[src/rtl/uart_rx_ctrl.sv]
// UART receive controller: sample-tick divider, receive FIFO,
// sticky overrun flag and character-timeout FSM.
module uart_rx_ctrl #(
    parameter int DataWidth   = 8,
    parameter int FifoDepth   = 8,
    parameter int DivWidth    = 16,
    parameter int TimeoutBits = 4
) (
    input  logic                           clk_i,
    input  logic                           rst_i,
    input  logic                           enable_i,
    input  logic [DivWidth-1:0]            divisor_i,
    input  logic                           clear_i,
    output logic                           sample_tick_o,
    input  logic                           rx_done_tick_i,
    input  logic [DataWidth-1:0]           rx_data_i,
    output logic                           rx_valid_o,
    input  logic                           rx_ready_i,
    output logic [DataWidth-1:0]           rx_data_o,
    output logic [$clog2(FifoDepth):0]     fifo_count_o,
    output logic                           overrun_o,
    output logic                           timeout_o
);

    localparam int AW = $clog2(FifoDepth);
    localparam int CW = AW + 1;
    localparam int L  = TimeoutBits * 16;
    localparam int TW = $clog2(L);

    typedef enum logic [1:0] {
        ST_EMPTY,
        ST_COUNT,
        ST_TIMEOUT
    } state_e;

    logic [DivWidth-1:0]  div_cnt_q, div_cnt_d;
    logic                 tick;

    logic [DataWidth-1:0] mem_q [FifoDepth];
    logic [AW-1:0]        wptr_q, wptr_d;
    logic [AW-1:0]        rptr_q, rptr_d;
    logic [CW-1:0]        count_q, count_d;
    logic                 ovr_q, ovr_d;

    state_e               state_q, state_d;
    logic [TW-1:0]        tcnt_q, tcnt_d;

    logic                 empty, full;
    logic                 push_req, push, pop;

    // Reset gates the tick so every output reads 0 while rst_i is held.
    assign tick = enable_i && !rst_i && (div_cnt_q >= divisor_i);

    always_comb begin
        div_cnt_d = div_cnt_q + DivWidth'(1);
        if (!enable_i || tick) begin
            div_cnt_d = '0;
        end
    end

    assign empty    = (count_q == '0);
    assign full     = (count_q == CW'(FifoDepth));
    assign push_req = rx_done_tick_i && enable_i && !clear_i;
    assign pop      = !empty && rx_ready_i && !clear_i;
    assign push     = push_req && (!full || pop);

    always_comb begin
        wptr_d  = wptr_q;
        rptr_d  = rptr_q;
        count_d = count_q;
        ovr_d   = ovr_q;
        if (clear_i) begin
            wptr_d  = '0;
            rptr_d  = '0;
            count_d = '0;
            ovr_d   = 1'b0;
        end else begin
            if (push) begin
                wptr_d = wptr_q + AW'(1);
            end
            if (pop) begin
                rptr_d = rptr_q + AW'(1);
            end
            if (push && !pop) begin
                count_d = count_q + CW'(1);
            end else if (pop && !push) begin
                count_d = count_q - CW'(1);
            end
            if (push_req && full && !pop) begin
                ovr_d = 1'b1;
            end
        end
    end

    always_comb begin
        state_d = state_q;
        tcnt_d  = tcnt_q;
        if (clear_i) begin
            state_d = ST_EMPTY;
            tcnt_d  = '0;
        end else begin
            unique case (state_q)
                ST_EMPTY: begin
                    tcnt_d = '0;
                    if (push) begin
                        state_d = ST_COUNT;
                    end
                end
                ST_COUNT, ST_TIMEOUT: begin
                    if (pop && !push && count_q == CW'(1)) begin
                        state_d = ST_EMPTY;
                        tcnt_d  = '0;
                    end else if (push_req || pop) begin
                        state_d = ST_COUNT;
                        tcnt_d  = '0;
                    end else if (state_q == ST_COUNT && tick) begin
                        if (tcnt_q == TW'(L - 1)) begin
                            state_d = ST_TIMEOUT;
                            tcnt_d  = '0;
                        end else begin
                            tcnt_d = tcnt_q + TW'(1);
                        end
                    end
                end
                default: begin
                    state_d = ST_EMPTY;
                    tcnt_d  = '0;
                end
            endcase
        end
    end

    always_ff @(posedge clk_i or posedge rst_i) begin
        if (rst_i) begin
            div_cnt_q <= '0;
            wptr_q    <= '0;
            rptr_q    <= '0;
            count_q   <= '0;
            ovr_q     <= 1'b0;
            state_q   <= ST_EMPTY;
            tcnt_q    <= '0;
        end else begin
            div_cnt_q <= div_cnt_d;
            wptr_q    <= wptr_d;
            rptr_q    <= rptr_d;
            count_q   <= count_d;
            ovr_q     <= ovr_d;
            state_q   <= state_d;
            tcnt_q    <= tcnt_d;
        end
    end

    always_ff @(posedge clk_i) begin
        if (push) begin
            mem_q[wptr_q] <= rx_data_i;
        end
    end

    assign sample_tick_o = tick;
    assign rx_valid_o    = !empty;
    assign rx_data_o     = empty ? '0 : mem_q[rptr_q];
    assign fifo_count_o  = count_q;
    assign overrun_o     = ovr_q;
    assign timeout_o     = (state_q == ST_TIMEOUT);

endmodule

[config.mk]
export PLATFORM = sky130hd
export DESIGN_NAME = uart_rx_ctrl
export DESIGN_NICKNAME = d
export VERILOG_FILES = /design/src/rtl/uart_rx_ctrl.sv
export SDC_FILE = /design/constraint.sdc
export NUM_CORES = 1
export LEC_CHECK = 0
export ABC_AREA = 1
export ABC_CLOCK_PERIOD_IN_PS = 6480
export BUFFER_PORTS_ARGS = -buffer_cell sky130_fd_sc_hd__buf_2
export CAP_MARGIN = 20
export CORE_MARGIN = 1.5
export CORE_UTILIZATION = 64
export DETAILED_ROUTE_END_ITERATION = 7
export PLACE_DENSITY = 0.85
export SLEW_MARGIN = 20
export SYNTH_ARGS = -nofsm -noshare
export SYNTH_HDL_FRONTEND = slang
export SYNTH_SLANG_ARGS = --single-unit
[constraint.sdc]
create_clock -name clk_i -period 6.48 [get_ports clk_i]
set_clock_uncertainty 0.1 [all_clocks]
set_input_delay 0.648 -clock clk_i [delete_from_list [all_inputs] [get_ports clk_i]]
set_output_delay 0.648 -clock clk_i [all_outputs]
set_load 0.02 [all_outputs]
==> flow_summary_export.csv, run 1 <==
group,metric,value,unit
yosys,synth_fp_nets,571,
route,remaining_drc_errors,0,
power,finalPower,1.59,mW
cts,cts-resized-gates,0,
worst_setup_path,timing.rr.end,"mem_q[7][5]$_DFFE_PP_",
finish,multi_input_area,1890,um2
cts,tritoncts,"yes",
power,switching_share,0.369,
worst_setup_path,crit_start,"rptr_q[0]$_DFFE_PP0P_",
cts,cts.htree.levels,3,
die,die_h,91.1,um
timing,worst_pin_slew,0.995,ns
power,p_seq_frac,0.480,
die,fp.dieW,91.1,um
yosys,yosysSeqAreaShare,0.563,
place,place_hpwl,7040,um
power,combPwrFrac,0.289,
route,drt-pass1-iter-count,5,
power,intPower,1.01,mW
die,core_area,7370,um2
worst_setup_path,start_kind,"register",
flow_run,max-cap-violations,0,
cts,clockRootBuffer,"clkbuf_8",
place,gp_routability_congestion,0.873,
cts,cts_num_sinks,99,
finish,seqCellArea,2800,um2
power,ir_drop,0.216,mV
yosys,syn_inst,514,
yosys,synth_seq_cells,99,
yosys,synth_top_area_frac,0.387,
grt,antenna_found_initial,0,
cts,cts_buffer_depth,2,
worst_setup_path,worst_r2r_path_depth,9,
route,ant_nets,0,
timing,slew_headroom,0.334,
timing,fmax,266,MHz
yosys,syn_area,4970,um2
timing,rsz0062_at_grt,"false",
die,start_util,0.674,
die,rows,31,
route,detail_route.wl_per_cell,15.3,um
finish,fill_cells,527,
worst_setup_path,cp-endpoint,"rx_data_o[6]",
route,via_count,3693,
yosys,synth_top_area_cell,"edfxtp_1",
worst_setup_path,cp.required,5.73,ns
yosys,synth.distinct_cells,32,
worst_hold_path,hold_path.class,"primary input to asynchronous set/reset pin",
cts,holdBufCountCts,0,
worst_setup_path,end_kind,"output pin",
worst_setup_path,r2r_setup_slack,3.55,ns
route,drt_wl_total,10100,um
timing,period_share,0.580,
place,io_buffers,45,
worst_setup_path,path_class,"register to output pin",
yosys,synth_area_leaders,"edfxtp_1 (39%), dfrtp_1 (18%), ha_1 (6.8%)",
grt,grt_util_all_layers,0.265,
worst_setup_path,path_max_fanout,34,
power,pwr-share-clk,0.232,
grt,grt-ovfl-total,0,
yosys,syn_area_per_cell,9.66,um2
status,status,"complete, no violations",
power,leakage,2.35,nW
cts,clk_pin_slew_worst_paths,0.09,ns
timing,setup_viol,0,
power,p_per_area,293,nW/um2
die,ioPinCount,46,
worst_setup_path,worstPathArrival,3.01,ns
finish,diodes,0,
timing,tns,0,ns
timing,period_needed,3.76,ns
yosys,synth-warning-count,0,
finish,final_common_cell,"nor2_1",
power,power_switching,0.588,mW
cts,postCtsSetupBuffers,0,
route,drt-initial-drc-count,360,
route,vias_per_cell,5.58,
die,dieArea,8300,um2
grt,grt_max_degree,36,
grt,grt_pass1_vias,3581,
timing,finalHoldViolCount,0,
cts,clk_latency,0.37,ns
finish,final_cell_mix,"nor2_1 (81), nand2_1 (72), edfxtp_1 (64)",
timing,report.final.slew_viol_count,0,
worst_setup_path,reg2reg_from,"fifo_count_o[0]$_DFFE_PP0P_",
finish,drive_above_1_share,0.155,
cts,numCtsBuffers,9,
finish,fin_nets,615,
finish,area_delta_synth_final,9.78,%
grt,grt_pass1_wl,16900,um
==> worst max-delay path, cell delays in order, from the launching register on <==
cell	delay (ns)
dfrtp_1	0.98
inv_1	0.69
o21ai_0	0.42
o22ai_1	0.13
o21ai_0	0.16
a31oi_1	0.06
buf_2	0.19
==> layer usage <==
layer / global-route usage / routed length [um]
met5: 0 / 0
met4: 0.108 / 197
met3: 0.0486 / 519
met2: 0.433 / 4850
met1: 0.351 / 4550
==> worst min path at each step <==
stage | startpoint | end | slack, ns | cells past startpoint
after detailed placement | div_cnt_q[0]$_DFF_PP0_ | div_cnt_q[0]$_DFF_PP0_ | 0.39 | 1
after global placement | div_cnt_q[0]$_DFF_PP0_ | div_cnt_q[0]$_DFF_PP0_ | 0.37 | 1
after global routing | rst_i | div_cnt_q[14]$_DFF_PP0_ | 0.31 | 3
after CTS | rst_i | div_cnt_q[14]$_DFF_PP0_ | 0.28 | 3
after floorplan | div_cnt_q[0]$_DFF_PP0_ | div_cnt_q[0]$_DFF_PP0_ | 0.35 | 1
final | rst_i | div_cnt_q[14]$_DFF_PP0_ | 0.28 | 3
==> stage by stage <==
step	worst slack (ns)	instance area (um2)	hold slack, ns	instances	utilization
global placement	3.38	5270	0.372	646	0.714
finish	2.72	5450	0.279	662	0.740
detailed placement	3.18	5270	0.389	646	0.714
global route	2.45	5450	0.312	662	0.740
floorplan	3.86	4970	0.354	514	-
CTS	2.77	5450	0.276	662	0.740
==> cell usage after synthesis <==
cell,count
nand4_1,9
inv_2,3
clkbuf_1,10
nand2_2,8
nand3_2,2
nor3_1,9
xnor2_1,5
ha_1,27
o21ai_2,3
o22ai_1,8
inv_1,56
nand3_1,21
o21a_1,3
buf_2,1
xor2_1,3
or2_2,1
nor2_4,4
dfrtp_1,35
buf_4,2
nand2_1,72
nand3_4,1
a31oi_1,9
nor4_1,1
and3b_1,1
nor2_2,3
a21oi_1,15
nor2_1,81
a32o_1,1
o21ai_0,50
edfxtp_1,64
o21ai_1,3
nor3b_1,3
==> layout make-up <==
cell class | count | area share
Clock inverter | 7 | 0.0115
Sequential cell | 99 | 0.513
Clock buffer | 9 | 0.0227
Multi-Input combinational cell | 343 | 0.347
Tap cell | 99 | 0.0227
Timing Repair Buffer | 46 | 0.0427
Inverter | 59 | 0.0406
==> cells by family (layout without fill, tap and decap cells) <==
family | after synthesis | after routing | share of synthesized area
AOI/OAI and AO/OA | 92 | 92 | 0.102
DFF | 99 | 99 | 0.563
xor gates and xnor gates | 8 | 8 | 0.0141
adders and majority gates | 27 | 27 | 0.0680
buffers and inverters | 72 | 121 | 0.0562
and+or+nand+nor | 216 | 216 | 0.197
==> power groups by stage <==
stage / clock network, mW / registers [mW] / logic (mW)
2_1_floorplan: 0 / 0.758 / 0.344
3_3_place_gp: 0 / 0.774 / 0.434
3_5_place_dp: 0 / 0.777 / 0.455
4_1_cts: 0.377 / 0.764 / 0.457
5_1_grt: 0.406 / 0.771 / 0.512
6_report: 0.369 / 0.765 / 0.460
==> state kept, by name, summed over array words and instances (netlist names) <==
name,flops
div_cnt_q,16
fifo_count_o,4
mem_q,64
overrun_o,1
rptr_q,3
state_q,2
tcnt_q,6
wptr_q,3
Power figures use the tool's default switching activity.
==> run 2, diff against run 1 <==
ABC_CLOCK_PERIOD_IN_PS = 3510   (was 6480)
CORE_UTILIZATION = 59   (was 64)
PLACE_DENSITY = 0.79   (was 0.85)
clock period = 3.51 ns   (was 6.48 ns; I/O delays follow)
==> run 2 against run 1 <==
Net effect: sequential power up 80%; combinational power up 98%; total power up 88%; register-to-register slack worse by 2.7 ns; first-iteration DRC count down 20%; final cell count up 1.2%; non-clock buffer count up 2; via count up 2.9%; worst hold slack worse by 0.090 ns; global-route usage down 0.68 points; critical path depth unchanged; largest power group unchanged.
==> flow_summary_export.csv, run 2 (same netlist as run 1, synthesis figures left out) <==
group,metric,value,unit
power,power_switching,1.12,mW
grt,use_met3,0.0515,
cts,clk_latency,0.37,ns
power,p_seq_frac,0.460,
cts,numCtsBuffers,9,
finish,final_common_cell,"nor2_1",
finish,final_cell_mix,"nor2_1 (81), nand2_1 (72), edfxtp_1 (64)",
grt,antenna_found_initial,0,
worst_setup_path,path_class,"register to output pin",
timing,fmax,342,MHz
timing,report.final.slew_viol_count,0,
power,intPower,1.87,mW
finish,utilization,0.670,
finish,largest_register_ffs,64,
place,dp_worst_setup_slack,0.889,ns
power,leakage,2.37,nW
worst_hold_path,hold_path.class,"primary input to register",
cts,clockRootBuffer,"clkbuf_8",
route,ant_nets,0,
route,drt-pass1-iter-count,5,
route,remaining_drc_errors,0,
worst_setup_path,start_kind,"register",
grt,use_met1,0.364,
finish,largest_register,"mem_q",
timing,slew_headroom,0.383,
die,core_area,8180,um2
cts,tritoncts,"yes",
cts,cts_buffer_depth,2,
die,rows,33,
worst_setup_path,cp.required,3.06,ns
worst_setup_path,end_kind,"output pin",
power,pwr-share-clk,0.235,
finish,drive_above_1_share,0.156,
cts,cts.htree.levels,3,
power,switching_share,0.374,
die,start_util,0.607,
cts,cts-resized-gates,0,
status,status,"complete, no violations",
route,drt_wl_total,10500,um
grt,grt_max_degree,35,
timing,tns,0,ns
power,ir_drop,0.387,mV
grt,grt-busiest-layer,"met2",
grt,met2_usage,0.402,
power,finalPower,3.00,mW
grt,grt_pass1_vias,3686,
die,die_h,94.7,um
place,io_buffers,45,
finish,seqCellArea,2800,um2
route,detail_route.wl_per_cell,15.7,um
power,p_per_area,547,nW/um2
route,drt-initial-drc-count,288,
finish,diodes,0,
route,vias_per_cell,5.67,
die,fp.dieW,94.7,um
flow_run,max-cap-violations,0,
route,via_count,3800,
timing,setup_viol,0,
place,place_hpwl,7510,um
grt,grt_util_all_layers,0.258,
timing,worst_slack,0.589,ns
finish,fill_cells,627,
cts,cts_num_sinks,99,
timing,period_share,0.832,
cts,clk_pin_slew_worst_paths,0.11,ns
finish,fin_nets,617,
timing,finalHoldViolCount,0,
worst_setup_path,path_max_fanout,18,
finish,multi_input_area,1890,um2
place,gp_routability_congestion,0.875,
worst_setup_path,worstPathArrival,2.47,ns
cts,postCtsSetupBuffers,0,
finish,reg.largest.list,"mem_q: 64 flops, div_cnt_q: 16 flops, tcnt_q: 6 flops",
die,dieArea,8980,um2
finish,area_delta_synth_final,10.3,%
timing,period_needed,2.92,ns
timing,rsz0062_at_grt,"false",
grt,grt-ovfl-total,0,
grt,grt_pass1_wl,17600,um
die,ioPinCount,46,
timing,worst_pin_slew,0.925,ns
power,combPwrFrac,0.305,
run 2: changes by cell type in the layout (fill, tap and decap cells not counted), sizes merged:
| cell | delta |
|---|---|
| inv | +3 |
| clkinv | -2 |
| buf | +1 |
| clkinvlp | -1 |
| dlygate4sd3 | +1 |
run 2: final cells by class:
cell class              count  area share
inverters                  59      0.0404
repair buffers             48      0.0457
multi-input cells         343       0.345
well taps                 105      0.0240
clock inverters             7      0.0119
flip-flops and latches     99       0.511
clock buffers               9      0.0226
run 2: critical path, stage by stage (launching register included):
cell	delay [ns]
dfrtp_1	0.61
inv_1	0.49
o21ai_0	0.24
o22ai_1	0.26
o21ai_0	0.12
a31oi_1	0.18
buf_2	0.20
run 2: timing repair:
| action | in CTS | in global routing |
|---|---|---|
| hold buffers | 1 | 0 |
| endpoints found under the hold margin | 11 | 0 |
| endpoints found under the setup margin | 0 | 0 |
run 2: power by group through the flow:
stage	clock [mW]	sequential [mW]	combinational, mW
2_1_floorplan	0	1.40	0.636
3_3_place_gp	0	1.40	0.875
3_5_place_dp	0	1.40	0.899
4_1_cts	0.713	1.38	0.908
5_1_grt	0.763	1.39	1.02
6_report	0.705	1.38	0.912
run 2: metal layers:
metal / part of all wire / up-vias
met4: 0.022 / 0
met1: 0.43 / 1767
met5: 0 / -
met3: 0.084 / 21
li1: - / 1840
met2: 0.47 / 172
run 2: final timing paths:
kind / from / to / slack (ns) / depth (start not counted)
max in group asynchronous: rst_i / div_cnt_q[1]$_DFF_PP0_ / 2.16 / 4
worst min register to register: div_cnt_q[0]$_DFF_PP0_ / div_cnt_q[0]$_DFF_PP0_ / 0.40 / 1
min in group asynchronous: rst_i / state_q[0]$_DFFE_PP0P_ / 0.44 / 3
worst max-delay path: rptr_q[1]$_DFFE_PP0P_ / rx_data_o[5] / 0.59 / 6
worst min-delay path: enable_i / div_cnt_q[9]$_DFF_PP0_ / 0.19 / 3
worst max register to register: fifo_count_o[0]$_DFFE_PP0P_ / mem_q[6][1]$_DFFE_PP_ / 0.88 / 9
run 2: metrics by stage:
step / hold slack (ns) / cell area [um2] / std cells
floorplan: 0.350 / 4970 / 514
global placement: 0.292 / 5280 / 653
detailed placement: 0.310 / 5280 / 653
CTS: 0.177 / 5480 / 670
global route: 0.199 / 5480 / 670
finish: 0.190 / 5480 / 670
